--- src/rtl/gbuf_access_arbiter_if.sv ---
// Requester-side and buffer-side signal bundle for gbuf_access_arbiter.
// The slave modport is the arbiter; the master modport is the surrounding system.
interface gbuf_access_arbiter_if #(
  parameter int NUM_REQ = 3
);
  logic [NUM_REQ-1:0]    req_valid;
  logic [NUM_REQ-1:0]    req_we;
  logic [NUM_REQ-1:0]    req_lock;
  logic [NUM_REQ*32-1:0] req_addr;
  logic [NUM_REQ*16-1:0] req_wdata;
  logic [NUM_REQ-1:0]    req_ready;
  logic [NUM_REQ-1:0]    rsp_valid;
  logic [15:0]           rsp_data;
  logic [NUM_REQ-1:0]    rsp_err;
  logic                  gbuf_ce;
  logic                  gbuf_we;
  logic [31:0]           gbuf_addr;
  logic [15:0]           gbuf_wdata;
  logic [15:0]           gbuf_rdata;

  modport master (
    output req_valid, req_we, req_lock, req_addr, req_wdata, gbuf_rdata,
    input  req_ready, rsp_valid, rsp_data, rsp_err,
           gbuf_ce, gbuf_we, gbuf_addr, gbuf_wdata
  );

  modport slave (
    input  req_valid, req_we, req_lock, req_addr, req_wdata, gbuf_rdata,
    output req_ready, rsp_valid, rsp_data, rsp_err,
           gbuf_ce, gbuf_we, gbuf_addr, gbuf_wdata
  );
endinterface

--- src/rtl/gbuf_access_arbiter.sv ---
// Round-robin arbiter with burst locking in front of the single-port global buffer.
// Optional macro GBUF_ARB_PRIO0_EN gives requester 0 strict priority and burst pre-emption.
module gbuf_access_arbiter #(
  parameter int NUM_REQ   = 3,
  parameter int DEPTH     = 1024,
  parameter int MAX_BURST = 16
) (
  input  logic                 clk,
  input  logic                 rst,
  gbuf_access_arbiter_if.slave bus
);
  localparam int PW = (NUM_REQ > 1) ? $clog2(NUM_REQ) : 1;

  typedef enum logic {ARB, LOCKED} state_t;

  state_t             state_q;
  logic [PW-1:0]      rr_ptr_q;
  logic [PW-1:0]      owner_q;
  logic [7:0]         burst_cnt_q;
  logic [NUM_REQ-1:0] rsp_valid_q;
  logic [NUM_REQ-1:0] rsp_err_q;

  logic [PW-1:0]      win;
  logic               win_vld;
  logic [PW-1:0]      cand;
  logic [PW-1:0]      rr_ptr_d;
  logic [NUM_REQ-1:0] gnt;
  logic [31:0]        sel_addr;
  logic [15:0]        sel_wdata;
  logic               sel_we;
  logic               sel_lock;
  logic               in_range;

  // Winner selection depends only on registered state and current requests.
  always_comb begin
    win     = '0;
    win_vld = 1'b0;
    cand    = '0;
    if (!rst) begin
      if (state_q == LOCKED) begin
        win     = owner_q;
        win_vld = bus.req_valid[owner_q];
      end else begin
`ifdef GBUF_ARB_PRIO0_EN
        if (bus.req_valid[0]) begin
          win     = '0;
          win_vld = 1'b1;
        end
`endif
        for (int k = 0; k < NUM_REQ; k++) begin
          cand = PW'((int'(rr_ptr_q) + k) % NUM_REQ);
`ifdef GBUF_ARB_PRIO0_EN
          if (!win_vld && bus.req_valid[cand] && (cand != '0)) begin
`else
          if (!win_vld && bus.req_valid[cand]) begin
`endif
            win     = cand;
            win_vld = 1'b1;
          end
        end
      end
    end
  end

  always_comb begin
    gnt = '0;
    if (win_vld) gnt[win] = 1'b1;
  end

  assign sel_addr  = bus.req_addr[32*int'(win) +: 32];
  assign sel_wdata = bus.req_wdata[16*int'(win) +: 16];
  assign sel_we    = bus.req_we[win];
  assign sel_lock  = bus.req_lock[win];
  assign in_range  = (sel_addr < 32'(DEPTH));

  // In priority mode requester 0 never consumes a round-robin slot.
  always_comb begin
`ifdef GBUF_ARB_PRIO0_EN
    if (win == '0)                    rr_ptr_d = rr_ptr_q;
    else if (win == PW'(NUM_REQ - 1)) rr_ptr_d = PW'(1);
    else                              rr_ptr_d = win + PW'(1);
`else
    if (win == PW'(NUM_REQ - 1)) rr_ptr_d = '0;
    else                         rr_ptr_d = win + PW'(1);
`endif
  end

  assign bus.req_ready  = gnt;
  assign bus.gbuf_ce    = win_vld & in_range;
  assign bus.gbuf_we    = win_vld & sel_we;
  assign bus.gbuf_addr  = win_vld ? sel_addr  : 32'd0;
  assign bus.gbuf_wdata = win_vld ? sel_wdata : 16'd0;
  assign bus.rsp_valid  = rst ? '0 : rsp_valid_q;
  assign bus.rsp_err    = rst ? '0 : rsp_err_q;
  assign bus.rsp_data   = (!rst && (rsp_valid_q != '0)) ? bus.gbuf_rdata : 16'd0;

  always_ff @(posedge clk) begin
    if (rst) begin
      state_q     <= ARB;
      rr_ptr_q    <= '0;
      owner_q     <= '0;
      burst_cnt_q <= 8'd0;
      rsp_valid_q <= '0;
      rsp_err_q   <= '0;
    end else begin
      rsp_valid_q <= '0;
      rsp_err_q   <= '0;
      if (win_vld) begin
        if (!in_range)    rsp_err_q   <= gnt;
        else if (!sel_we) rsp_valid_q <= gnt;
      end
      case (state_q)
        ARB: begin
          if (win_vld) begin
            rr_ptr_q <= rr_ptr_d;
            if (sel_lock && (MAX_BURST > 1)) begin
              state_q     <= LOCKED;
              owner_q     <= win;
              burst_cnt_q <= 8'd1;
            end
          end
        end
        LOCKED: begin
          // rr_ptr was advanced past the owner when the burst started.
          if (win_vld) begin
            if (sel_lock) begin
              burst_cnt_q <= burst_cnt_q + 8'd1;
              if ((burst_cnt_q + 8'd1) == 8'(MAX_BURST)) state_q <= ARB;
            end else begin
              state_q <= ARB;
            end
          end
`ifdef GBUF_ARB_PRIO0_EN
          if (bus.req_valid[0] && (owner_q != '0)) state_q <= ARB;
`endif
        end
        default: state_q <= ARB;
      endcase
    end
  end
endmodule

--- src/flat_wrapper.sv ---
// flat-port wrapper written by rule: the top's interface ports become plain ports
module gbuf_access_arbiter_flat 
#(
  parameter int NUM_REQ   = 3,
  parameter int DEPTH     = 1024,
  parameter int MAX_BURST = 16
)
  (clk, rst, bus_req_valid, bus_req_we, bus_req_lock, bus_req_addr, bus_req_wdata, bus_gbuf_rdata, bus_req_ready, bus_rsp_valid, bus_rsp_data, bus_rsp_err, bus_gbuf_ce, bus_gbuf_we, bus_gbuf_addr, bus_gbuf_wdata);
  gbuf_access_arbiter_if #(.NUM_REQ(NUM_REQ)) bus_i ();
  input  logic clk;
  input  logic rst;
  input wire logic [$bits(bus_i.req_valid)-1:0] bus_req_valid;
  input wire logic [$bits(bus_i.req_we)-1:0] bus_req_we;
  input wire logic [$bits(bus_i.req_lock)-1:0] bus_req_lock;
  input wire logic [$bits(bus_i.req_addr)-1:0] bus_req_addr;
  input wire logic [$bits(bus_i.req_wdata)-1:0] bus_req_wdata;
  input wire logic [$bits(bus_i.gbuf_rdata)-1:0] bus_gbuf_rdata;
  output wire logic [$bits(bus_i.req_ready)-1:0] bus_req_ready;
  output wire logic [$bits(bus_i.rsp_valid)-1:0] bus_rsp_valid;
  output wire logic [$bits(bus_i.rsp_data)-1:0] bus_rsp_data;
  output wire logic [$bits(bus_i.rsp_err)-1:0] bus_rsp_err;
  output wire logic [$bits(bus_i.gbuf_ce)-1:0] bus_gbuf_ce;
  output wire logic [$bits(bus_i.gbuf_we)-1:0] bus_gbuf_we;
  output wire logic [$bits(bus_i.gbuf_addr)-1:0] bus_gbuf_addr;
  output wire logic [$bits(bus_i.gbuf_wdata)-1:0] bus_gbuf_wdata;
  assign bus_i.req_valid = bus_req_valid;
  assign bus_i.req_we = bus_req_we;
  assign bus_i.req_lock = bus_req_lock;
  assign bus_i.req_addr = bus_req_addr;
  assign bus_i.req_wdata = bus_req_wdata;
  assign bus_i.gbuf_rdata = bus_gbuf_rdata;
  assign bus_req_ready = bus_i.req_ready;
  assign bus_rsp_valid = bus_i.rsp_valid;
  assign bus_rsp_data = bus_i.rsp_data;
  assign bus_rsp_err = bus_i.rsp_err;
  assign bus_gbuf_ce = bus_i.gbuf_ce;
  assign bus_gbuf_we = bus_i.gbuf_we;
  assign bus_gbuf_addr = bus_i.gbuf_addr;
  assign bus_gbuf_wdata = bus_i.gbuf_wdata;
  gbuf_access_arbiter #(.NUM_REQ(NUM_REQ), .DEPTH(DEPTH), .MAX_BURST(MAX_BURST)) u_core (.clk(clk), .rst(rst), .bus(bus_i));
endmodule
--- config.mk ---
export PLATFORM = sky130hd
export DESIGN_NAME = gbuf_access_arbiter_flat
export DESIGN_NICKNAME = d
export VERILOG_FILES = /design/src/rtl/gbuf_access_arbiter_if.sv /design/src/rtl/gbuf_access_arbiter.sv /design/src/flat_wrapper.sv
export SDC_FILE = /design/constraint.sdc
export NUM_CORES = 1
export LEC_CHECK = 0
export CORE_ASPECT_RATIO = 0.5
export CORE_UTILIZATION = 25
export DETAILED_ROUTE_END_ITERATION = 10
export DONT_BUFFER_PORTS = 1
export GPL_ROUTABILITY_DRIVEN = 0
export PLACE_DENSITY = 0.36
export SYNTH_ARGS = -nofsm -noshare
export SYNTH_HDL_FRONTEND = slang
export SYNTH_SLANG_ARGS = --single-unit
export TNS_END_PERCENT = 30
--- constraint.sdc ---
create_clock -name clk -period 3.4 [get_ports clk]
set_input_delay 0.68 -clock clk [delete_from_list [all_inputs] [get_ports clk]]
set_output_delay 0.68 -clock clk [all_outputs]
set_load 0.02 [all_outputs]
After elaboration in Yosys (flattened, before gate mapping)
Index checks and enable logic that the tools add are counted.

Register bits: 19. Output and inout bits: 75. Word-level logic and storage cells: 92.

Equal/unequal tests: 6. Bitwise gates (word level): 5. Order comparisons: 7. Div/mod/pow operators: 3. Muxes and demuxes: 46. Reductions and logical operators: 13. Shifts and indexed selects: 2. Add/sub/neg operators: 4.

Operator list (number): 96-bit by 8-bit variable part select with 32-bit output (1); 32-bit by 3-bit remainder unit with 32-bit output, second input constant (2); 48-bit by 7-bit variable part select with 16-bit output (1); 32-bit by 11-bit less-than comparator with 1-bit output, second input constant (1); 3-bit by 3-bit remainder unit with 32-bit output, second input constant (1); 16-bit two-way mux (2); 32-bit two-way mux (1); 8-bit two-way mux (4); 1-bit two-way mux (21); 8-bit case mux with 2 select lines (1); 2-bit by 3-bit less-than comparator with 1-bit output, second input constant (5); 1-bit binary-select mux with 2-bit select (6); 2-bit two-way mux (6); 3-bit two-way mux (3); 8-bit by 1-bit adder with 8-bit output, second input constant (1); 8-bit by 5-bit equality test with 1-bit output, second input constant (1); 1-bit logical AND (4); 2-bit by 1-bit != test with 1-bit output, second input constant (2); 2-bit != test, second input constant (2); 4-bit AND reduction (1); 4-bit OR reduction (1); 2-bit by 1-bit adder with 3-bit output, second input constant (1); 2-bit by 2-bit adder with 3-bit output, second input constant (1); 1-bit zero test (3); 11 further kinds (14).

Longest topological paths before layout
Gate-level depths: netlist of the first run.

Word-level depth: 21. Gate-level depth with buffers: 11. Depth with buffers taken out: 8.

Least setup slack after synthesis of the first run
OpenSTA, ideal clock, no wires.

Path kind: input -> output. Start: in rst. End: out bus_gbuf_addr[21]. Data required time: 2.720 ns. Slack: 0.353 ns. Arrival time: 2.367 ns. Stages: 9. Cell sequence: buf_2 nor3b_1 a32o_1 nor2_2 nor2_1 buf_4 buf_4 a22oi_1 nor2_1.

Longest elaborated chain between the ends: 3.

Ends and longest elaborated chain: from (decl) (RTL line flat_wrapper.sv:11) `input logic rst;`; 2-bit two-way mux (RTL line gbuf_access_arbiter.sv:39) `if (!rst) begin`; 96-bit by 8-bit variable part select with 32-bit output (RTL line gbuf_access_arbiter.sv:70) `assign sel_addr = bus.req_addr[32*int'(win) +: 32];`; 32-bit two-way mux * (RTL line gbuf_access_arbiter.sv:91) `assign bus.gbuf_addr = win_vld ? sel_addr : 32'd0;`; to (decl) (RTL line flat_wrapper.sv:24) `output wire logic [$bits(bus_i.gbuf_addr)-1:0] bus_gbuf_addr;`.

Mark *: on every way between the ends. The rest lies on a longest branch, timed or not.

Final worst setup path of the first run
Start: reg u_core.rr_ptr_q[0]. End: out bus_gbuf_wdata[3].

Longest elaborated chain between the ends: 18.

Ends and longest elaborated chain: from (decl) (RTL line gbuf_access_arbiter.sv:17) `logic [PW-1:0] rr_ptr_q;`; from (signal assigned) (RTL line gbuf_access_arbiter.sv:115) `rr_ptr_q <= rr_ptr_d;`; branches (longest 17 deep; another with 32-bit by 3-bit remainder unit with 32-bit output); 16-bit two-way mux * (RTL line gbuf_access_arbiter.sv:92) `assign bus.gbuf_wdata = win_vld ? sel_wdata : 16'd0;`; to (decl) (RTL line flat_wrapper.sv:25) `output wire logic [$bits(bus_i.gbuf_wdata)-1:0] bus_gbuf_wdata;`.

Every way passes the cells marked *. The select of a mux whose other input is x is not followed.

==> results.json, run 1 <==
{
  "outcome": "complete, no violations",
  "ys_seq_elements": 19,
  "ant_nets": 0,
  "fin_crit_sh_pct": 96.8,
  "drive_gt1_share_pct": 21.0,
  "cts-root-buf": "clkbuf_16",
  "placed_area_um2": 3290,
  "io_buffer_count": 0,
  "antenna_found_initial": 0,
  "fill_cells": 1228,
  "multiInputGateArea_um2": 2440,
  "gr-total-overflow": 0,
  "dr.pass1.iters": 4,
  "grt_use_met2_pct": 31.8,
  "drv_slew": 0,
  "initial_core_util_pct": 26.2,
  "hold_class": "in -> reg",
  "setup_tns_ns": 0,
  "cts_tree": "done",
  "dieArea_um2": 12200,
  "cpLargestDelayFamily": "compound AO/OA/AOI/OAI gates",
  "use_met1_pct": 21.5,
  "cts.sinks": 19,
  "critPathMaxStageDelay_ns": 0.34,
  "yosysSeqAreaShare_pct": 12.9,
  "synth_async_sr_flop_share_pct": 0,
  "dp_slack_ns": 0.0472,
  "path_buf_inv": 2,
  "fmax_ghz": 0.304,
  "critPathArrivalTime_ns": 2.61,
  "finalPower_mw": 1.43,
  "instances_no_fill": 559,
  "powerDensity_nw_per_um2": 405,
  "worst_setup_path_start_kind": "flop",
  "cts_buffer_depth": 2,
  "grt_max_degree": 32,
  "htreeDepth": 1,
  "core_area_um2": 11200,
  "die_h_um": 78.7,
  "worstSetupEndpointType": "output pin",
  "regArea_um2": 382,
  "grt_most_used_layer": "met2",
  "drv_cap": 0,
  "synth_cell_types": 58,
  "synth_area_leaders": "mux2_1, a22oi_1, dfxtp_1",
  "setup_slack_ns": 0.110,
  "synth-edff-count": 0,
  "vias": 3180,
  "syn_area_per_cell_um2": 7.63,
  "drc": 0,
  "die_x_um": 155,
  "viasPerCell": 5.69,
  "rows": 27,
  "cts_made_buffers": 3,
  "tightest_slew_ns": 0.581,
  "cp_cell_sequence": "inv_1 -> ha_4 -> and2b_2 -> o31ai_4 -> o31a_4 -> bufbuf_16 -> mux2_1 -> a22oi_1 -> nor2_2",
  "drtIter0Drc": 214,
  "yosysTopAreaCellShare_pct": 16.8,
  "setup_violations": 0,
  "drt_wl_total_um": 11400,
  "cts_hold_buf": 0,
  "syn_nets": 560,
  "rsz0062_at_grt": "true",
  "final_nets": 575,
  "synthCells": 386,
  "crit_required_ns": 2.72,
  "synth_warnings": 0,
  "synthFlopType": "dfxtp_1",
  "clk_latency_ns": 0.26,
  "crit_fanout": 14,
  "slew_headroom_pct": 61.0,
  "syn_to_final_growth_pct": 19.7,
  "ioPinCount": 246,
  "hold_viol": 0,
  "synth_top_area_cell": "mux2_1",
  "final_area_um2": 3520,
  "p_leak_nw": 1.38,
  "first_global_vias": 3095,
  "diodes": 0,
  "finClkSkew_ns": 0.00405,
  "fin_crit_ns": 3.29,
  "path_clk_slew_ns": 0.06,
  "grt_usage_pct": 17.5,
  "dp_hpwl_um": 9050,
  "wl_per_cell_um": 20.4,
  "grt_pass1_wl_um": 17000,
  "met3_usage_pct": 3.22,
  "criticalPathCategory": "reg -> out",
  "syn-cell-area_um2": 2940,
  "peakVddDrop_v": 0.000186,
  "dp.cells": 549,
  "crit_path_top_delay_cell": "dfxtp_2"
}
==> area by class of cell <==
class                           instances  area share [%]
Timing Repair Buffer                   41            10.9
Inverter                               11            1.17
Multi-Input combinational cell        325            69.3
Tap cell                              159            5.64
Sequential cell                        19            10.8
Clock buffer                            4            2.24
==> timing repair <==
action | 4_1_cts | 5_1_grt
setup endpoints to repair | 47 | 36
setup buffers | 3 | 2
pin swaps | 4 | 2
gates resized for setup | 7 | 14
gates cloned | 1 | 0
==> logic make-up after synthesis <==
| kind of cell | share of synthesized area (%) |
|---|---|
| flops | 12.9 |
| fa+ha+maj | 1.28 |
| simple gates | 28.8 |
| buf+inv | 7.22 |
| mux | 20.4 |
| compound gates | 29.4 |
==> cell usage after synthesis, types with 2 or more instances <==
cell / n
nand4_1: 4
o211ai_1: 3
a211oi_1: 2
o32ai_1: 6
mux2i_1: 6
dfxtp_1: 19
o31ai_4: 4
a21o_1: 2
nor2_1: 59
ha_1: 3
o31a_1: 3
a22oi_1: 51
o21ai_0: 3
clkbuf_1: 13
nor3_1: 6
nor3b_1: 3
a221oi_1: 5
nor2b_1: 10
or3_1: 4
buf_4: 6
a31oi_1: 4
buf_2: 8
mux2_1: 44
and3_1: 4
buf_6: 3
o21ai_1: 2
mux2_2: 4
inv_1: 11
a21oi_1: 6
nand3_1: 9
and2_1: 20
nand2_1: 17
or4_1: 8
nor4_1: 10
==> cells in the final DEF, fill, tap and decap left out, types with 8 or more instances in the layout <==
| cell type | instances |
|---|---|
| or4_1 | 8 |
| a22oi_1 | 46 |
| nand2_1 | 17 |
| inv_1 | 11 |
| mux2_1 | 44 |
| nor2_1 | 49 |
| nor4_1 | 10 |
| nor2b_1 | 10 |
| nor2_2 | 9 |
| and2_1 | 20 |
| dfxtp_1 | 18 |
| buf_4 | 36 |
| nand3_1 | 9 |
==> layer usage <==
metal | part of all wire [%] | vias up
met2 | 51 | 138
met3 | 6.1 | 13
met5 | 0 | -
li1 | - | 1503
met1 | 42 | 1526
met4 | 1.4 | 0
==> final timing paths <==
| path | slack (ns) | endpoint | cells after the start | startpoint |
|---|---|---|---|---|
| worst max-delay path | 0.11 | bus_gbuf_wdata[3] | 9 | u_core.rr_ptr_q[0]$_SDFFE_PP0P_ |
| worst min-delay path | 0.49 | u_core.rr_ptr_q[0]$_SDFFE_PP0P_ | 1 | rst |
| worst max register to register | 0.93 | u_core.burst_cnt_q[1]$_SDFFE_PP0P_ | 9 | u_core.rr_ptr_q[0]$_SDFFE_PP0P_ |
| worst min register to register | 0.51 | u_core.rr_ptr_q[0]$_SDFFE_PP0P_ | 2 | u_core.rr_ptr_q[0]$_SDFFE_PP0P_ |
==> flip-flops by register name, indices dropped and copies added (netlist names) <==
name / flops
u_core.burst_cnt_q: 8
u_core.owner_q: 2
u_core.rsp_err_q: 3
u_core.state_q: 1
u_core.rsp_valid_q: 3
u_core.rr_ptr_q: 2
==> through the flow <==
step | util (%) | hold slack [ns]
3_5_place_dp | 29.3 | 0.494
5_1_grt | 31.4 | 0.479
2_1_floorplan | - | 0.464
6_report | 31.4 | 0.485
3_3_place_gp | 29.3 | 0.478
4_1_cts | 30.8 | 0.489
==> report_power, final <==
part           switching (mW)  leakage [nW]  internal, mW
clock                  0.0939        0.0382         0.160
sequential             0.0205         0.155         0.242
combinational           0.549          1.19         0.363
total                   0.663          1.38         0.764
No activity file was read; power rests on OpenSTA's default activity.
==> run 2: changes to the inputs <==
- clock period: 3.4 -> 3.6 ns (I/O delays scaled with it)
==> run 2 against run 1 <==
Net effect: non-clock buffer count is 21 lower; final area is 7.3% lower; critical path depth is 1 higher; via count is 2.5% lower; final cell count is 3.8% lower; combinational power is 17% lower; worst hold slack better by 0.0080 ns; clock skew is 0.0030 ns lower; global-route usage is 1.0 points lower; clock-buffer cell count is 1 lower; power is 13% lower; largest cell class unchanged.
==> results.json, run 2 (synthesis results as in run 1) <==
{
  "final_nets": 554,
  "final_common_cell": "nor2_1",
  "hold_class": "reg -> reg",
  "cts_made_buffers": 3,
  "critPathMaxStageDelay_ns": 0.45,
  "tightest_slew_ns": 0.606,
  "fin_crit_sh_pct": 96.0,
  "diodes": 0,
  "grt_use_met2_pct": 30.3,
  "instances_no_fill": 538,
  "reg_top3": "u_core.burst_cnt_q (8), u_core.rsp_err_q (3), u_core.rsp_valid_q (3)",
  "worstSetupEndpointType": "output pin",
  "use_met1_pct": 19.9,
  "drt_wl_total_um": 10700,
  "fin_crit_ns": 3.46,
  "gr-total-overflow": 0,
  "grt_pass1_wl_um": 16300,
  "htreeDepth": 1,
  "rows": 27,
  "setup_tns_ns": 0,
  "drv_slew": 0,
  "grt_max_degree": 50,
  "fill_cells": 1214,
  "cp_cell_sequence": "inv_1 -> ha_2 -> or3b_1 -> o31ai_4 -> o31a_2 -> buf_12 -> mux2_1 -> a22oi_1 -> nor2_1 -> buf_4",
  "setup_slack_ns": 0.143,
  "antenna_found_initial": 0,
  "crit_required_ns": 2.88,
  "io_buffer_count": 0,
  "cts_tree": "done",
  "vias": 3102,
  "crit_path_top_delay_cell": "or3b_1",
  "dp_slack_ns": 0.297,
  "clk_latency_ns": 0.25,
  "cts-root-buf": "clkbuf_16",
  "cpLargestDelayFamily": "compound AO/OA/AOI/OAI gates",
  "final_area_um2": 3270,
  "worst_setup_path_start_kind": "flop",
  "path_clk_slew_ns": 0.06,
  "drv_cap": 0,
  "slew_headroom_pct": 59.3,
  "dp_hpwl_um": 8650,
  "drtIter0Drc": 136,
  "ant_nets": 0,
  "fmax_ghz": 0.289,
  "min_from": "u_core.rr_ptr_q[0]$_SDFFE_PP0P_",
  "drc": 0,
  "worstRegToRegCells": 9,
  "path_buf_inv": 3,
  "drive_gt1_share_pct": 12.9,
  "viasPerCell": 5.77,
  "outcome": "complete, no violations",
  "placed_area_um2": 3160,
  "rsz0062_at_grt": "false",
  "timing.rr.start": "u_core.rr_ptr_q[1]$_SDFFE_PP0P_",
  "rrSetupSlack_ns": 1.06,
  "most-common-layout-cells": "nor2_1, a22oi_1, mux2_1, and2_1, dfxtp_1",
  "grt_usage_pct": 16.5,
  "largest_register_ff_count": 8,
  "finClkSkew_ns": 0.00106,
  "core_area_um2": 11200,
  "cts_buffer_depth": 2,
  "dieArea_um2": 12200,
  "grt_most_used_layer": "met2",
  "met3_usage_pct": 3.66,
  "regMostFlops": "u_core.burst_cnt_q",
  "hold_viol": 0,
  "whs_ns": 0.493,
  "syn_to_final_growth_pct": 11.0,
  "die_x_um": 155,
  "dp.cells": 532,
  "criticalPathCategory": "reg -> out",
  "ioPinCount": 246,
  "first_global_vias": 3050,
  "reg2reg_to": "u_core.owner_q[1]$_SDFFE_PP0P_",
  "initial_core_util_pct": 26.2,
  "crit_fanout": 18,
  "die_h_um": 78.7,
  "min_to": "u_core.rr_ptr_q[0]$_SDFFE_PP0P_",
  "p_leak_nw": 1.24,
  "whs_path_depth": 2,
  "peakVddDrop_v": 0.000147,
  "dr.pass1.iters": 5,
  "setup_violations": 0,
  "wl_per_cell_um": 19.9,
  "critPathArrivalTime_ns": 2.74,
  "cts.sinks": 19,
  "powerDensity_nw_per_um2": 379
}
==> run 2: changes by cell type in the layout (fill, tap and decap cells not counted), moves of 5 or more <==
| cell | before | now |
|---|---|---|
| buf_4 | 36 | 16 |
| nor2_1 | 49 | 56 |
| a22oi_2 | 5 | 0 |
| nor2_2 | 9 | 2 |
| a22oi_1 | 46 | 51 |
==> run 2: worst max path at each step <==
stage | start | endpoint | slack (ns) | cells past startpoint
2_1_floorplan | rst | bus_gbuf_addr[21] | 0.47 | 9
3_3_place_gp | u_core.rr_ptr_q[0]$_SDFFE_PP0P_ | bus_gbuf_ce | 0.34 | 8
3_5_place_dp | u_core.rr_ptr_q[0]$_SDFFE_PP0P_ | bus_gbuf_ce | 0.30 | 8
4_1_cts | u_core.rr_ptr_q[0]$_SDFFE_PP0P_ | bus_gbuf_ce | 0.03 | 8
5_1_grt | u_core.rr_ptr_q[1]$_SDFFE_PP0P_ | bus_gbuf_addr[13] | 0.02 | 10
6_report | u_core.rr_ptr_q[0]$_SDFFE_PP0P_ | bus_gbuf_addr[17] | 0.14 | 10
==> run 2: layer usage <==
metal | part of all wire [%] | wire length (um)
met5 | 0 | 0
met4 | 1.1 | 122
met3 | 7.6 | 820
met2 | 51 | 5430
met1 | 41 | 4360
==> run 2: through the flow <==
stage                     utilization [%]  power (mW)
final                                29.1        1.24
after detailed placement             28.2       0.999
after floorplan                         -       0.858
after CTS                            28.9        1.24
after global routing                 29.1        1.32
after global placement               28.2       0.990
==> run 2: timing repair <==
action	in CTS	in global routing
endpoints found under the setup margin	0	26
hold buffers	0	0
gates resized for setup	0	5
buffers inserted	0	2
==> run 2: final cells by class <==
type	count	area, um^2	share of cell area [%]
multi-input combinational	325	2380	72.7
sequential	19	380	11.6
timing repair buffer	20	191	5.86
tap	159	199	6.09
clock buffer	3	75.1	2.30
clock inverter	1	5.00	0.153
inverter	11	41.3	1.26
==> run 2: worst reg2reg max path, stage by stage (launching register included) <==
cell and delay, ns:
dfxtp_1 0.36, inv_1 0.06, ha_1 0.30, a22oi_1 0.24, a21oi_1 0.15, o31ai_4 0.35, buf_4 0.42, nor2_1 0.16
a22oi_1 0.27, a22o_1 0.18
==> run 2: where the power goes <==
| group | internal, mW | switching, mW | total, mW |
|---|---|---|---|
| sequential | 0.228 | 0.0192 | 0.247 |
| clock | 0.149 | 0.0843 | 0.233 |
| combinational | 0.267 | 0.491 | 0.758 |
| total | 0.644 | 0.594 | 1.24 |
==> run 3: changes to the inputs <==
- HOLD_SLACK_MARGIN: unset -> 0.1
- RECOVER_POWER: unset -> 100
==> run 3 against run 2 <==
Net effect: register-to-register slack worse by 0.39 ns; clock power about the same; fmax up 0.30%; clock-buffer cell count unchanged; final area down 2.0%; worst hold slack worse by 0.0018 ns; first-iteration DRC count up 8.8%; critical path depth unchanged; critical path type unchanged; highest routed layer unchanged.
==> results.json, run 3 (synthesis results as in run 1) <==
{
  "ioPinCount": 246,
  "cts_hold_buf": 0,
  "finalPower_mw": 1.21,
  "cp_cell_sequence": "inv_1 -> ha_2 -> or3b_1 -> o31ai_4 -> o31a_2 -> buf_12 -> mux2_1 -> a22oi_1 -> nor2_1 -> buf_2",
  "crit_path_end": "bus_gbuf_addr[17]",
  "io_buffer_count": 0,
  "most-common-layout-cells": "nor2_1, a22oi_1, mux2_1, dfxtp_1, nand2_1",
  "cts_tree": "done",
  "die_h_um": 78.7,
  "fin_crit_ns": 3.45,
  "grt_max_degree": 50,
  "syn_to_final_growth_pct": 8.84,
  "die_x_um": 155,
  "cts-root-buf": "clkbuf_16",
  "finClkSkew_ns": 0.00125,
  "worst_setup_path_start_kind": "flop",
  "tightest_slew_ns": 1.04,
  "antenna_found_initial": 0,
  "largest_register_ff_count": 8,
  "timing.rr.start": "u_core.rr_ptr_q[0]$_SDFFE_PP0P_",
  "final_area_um2": 3200,
  "dp_slack_ns": 0.297,
  "rrSetupSlack_ns": 0.67,
  "power_frac_comb_pct": 60.4,
  "fill_cells": 1221,
  "initial_core_util_pct": 26.2,
  "outcome": "complete, no violations",
  "first_global_vias": 3050,
  "reg2reg_to": "u_core.burst_cnt_q[7]$_SDFFE_PP0P_",
  "rows": 27,
  "final_nets": 554,
  "drtIter0Drc": 148,
  "power.internal_mw": 0.628,
  "cts.sinks": 19,
  "reg_top3": "u_core.burst_cnt_q (8), u_core.rsp_err_q (3), u_core.rsp_valid_q (3)",
  "grt_usage_pct": 16.5,
  "drt_wl_total_um": 10700,
  "hold_viol": 0,
  "crit_fanout": 18,
  "slew_headroom_pct": 30.0,
  "setup_slack_ns": 0.153,
  "cts_made_buffers": 3,
  "worstSetupPathDepth": 10,
  "regMostFlops": "u_core.burst_cnt_q",
  "worstSetupEndpointType": "output pin",
  "viasPerCell": 5.73,
  "critPathMaxStageDelay_ns": 0.45,
  "ant_nets": 0,
  "powerDensity_nw_per_um2": 378,
  "drive_gt1_share_pct": 11.6,
  "placed_area_um2": 3160,
  "criticalPathCategory": "reg -> out",
  "worstRegToRegCells": 8,
  "cts_buffer_depth": 2,
  "fin_crit_sh_pct": 95.7,
  "htreeDepth": 1,
  "drv_slew": 0,
  "dr.pass1.iters": 4,
  "setup_violations": 0,
  "cpLargestDelayFamily": "compound AO/OA/AOI/OAI gates",
  "peakVddDrop_v": 0.000144,
  "crit_path_top_delay_cell": "or3b_1",
  "drc": 0,
  "clk_latency_ns": 0.25,
  "pwr-share-seq_pct": 20.4,
  "p_clk_share_pct": 19.2,
  "vias": 3083,
  "switchingPower_mw": 0.584,
  "dp_hpwl_um": 8650,
  "gr-total-overflow": 0,
  "critPathArrivalTime_ns": 2.73,
  "diodes": 0,
  "setup_tns_ns": 0,
  "dieArea_um2": 12200,
  "grt_pass1_wl_um": 16300,
  "path_buf_inv": 3,
  "crit_start": "u_core.rr_ptr_q[0]$_SDFFE_PP0P_",
  "p_leak_nw": 1.21,
  "crit_required_ns": 2.88,
  "rsz0062_at_grt": "false",
  "wl_per_cell_um": 19.9,
  "core_area_um2": 11200,
  "hold_class": "reg -> reg",
  "path_clk_slew_ns": 0.06,
  "p_sw_share_pct": 48.2,
  "fmax_ghz": 0.290,
  "drv_cap": 0,
  "final_common_cell": "nor2_1"
}
[run 3: what timing repair did]
item                                    CTS  global route
setup buffers                             0             2
endpoints found under the setup margin    0            26
gates resized for setup                   0             5
[run 3: metal layers]
layer | global-route usage (%) | vias up | part of all wire (%)
met5 | 0 | - | 0
met4 | 3.33 | 0 | 1.1
met3 | 3.66 | 11 | 7.3
met2 | 30.3 | 146 | 50
met1 | 19.9 | 1466 | 41
li1 | - | 1460 | -
[run 3: power groups by stage]
stage	clock network, mW	logic [mW]	registers, mW
after floorplan	0	0.616	0.242
after global placement	0	0.739	0.251
after detailed placement	0	0.748	0.251
after CTS	0.238	0.751	0.247
after global routing	0.251	0.796	0.250
final	0.233	0.732	0.247
[run 3: tightest hold or removal path, cell delays in order (launching register included)]
cell	delay, ns
dfxtp_1	0.32
o21ai_0	0.07
a21oi_1	0.06
[run 3: worst min-delay path by stage]
stage | start | to | slack, ns | cells after the start
after global routing | rst | u_core.rr_ptr_q[1]$_SDFFE_PP0P_ | 0.53 | 1
final | u_core.rr_ptr_q[0]$_SDFFE_PP0P_ | u_core.rr_ptr_q[0]$_SDFFE_PP0P_ | 0.49 | 2
after global placement | u_core.rr_ptr_q[0]$_SDFFE_PP0P_ | u_core.rr_ptr_q[0]$_SDFFE_PP0P_ | 0.48 | 2
after detailed placement | u_core.rr_ptr_q[0]$_SDFFE_PP0P_ | u_core.rr_ptr_q[0]$_SDFFE_PP0P_ | 0.48 | 2
after floorplan | u_core.burst_cnt_q[1]$_SDFFE_PP0P_ | u_core.burst_cnt_q[1]$_SDFFE_PP0P_ | 0.46 | 2
after CTS | u_core.rr_ptr_q[0]$_SDFFE_PP0P_ | u_core.rr_ptr_q[0]$_SDFFE_PP0P_ | 0.49 | 2
[run 3: cell type report]
class	instances	area, um^2	share of cell area (%)
multi-input cells	325	2330	72.9
flip-flops and latches	19	380	11.9
well taps	159	199	6.21
repair buffers	20	169	5.27
clock buffers	3	75.1	2.34
inverters	11	41.3	1.29
clock inverters	1	5.00	0.156
[run 3: metrics by stage]
| stage | util [%] | std cells | hold WS, ns |
|---|---|---|---|
| after detailed placement | 28.2 | 532 | 0.485 |
| after floorplan | - | 386 | 0.464 |
| after global routing | 28.6 | 538 | 0.526 |
| after CTS | 28.9 | 536 | 0.494 |
| final | 28.6 | 538 | 0.491 |
| after global placement | 28.2 | 532 | 0.480 |
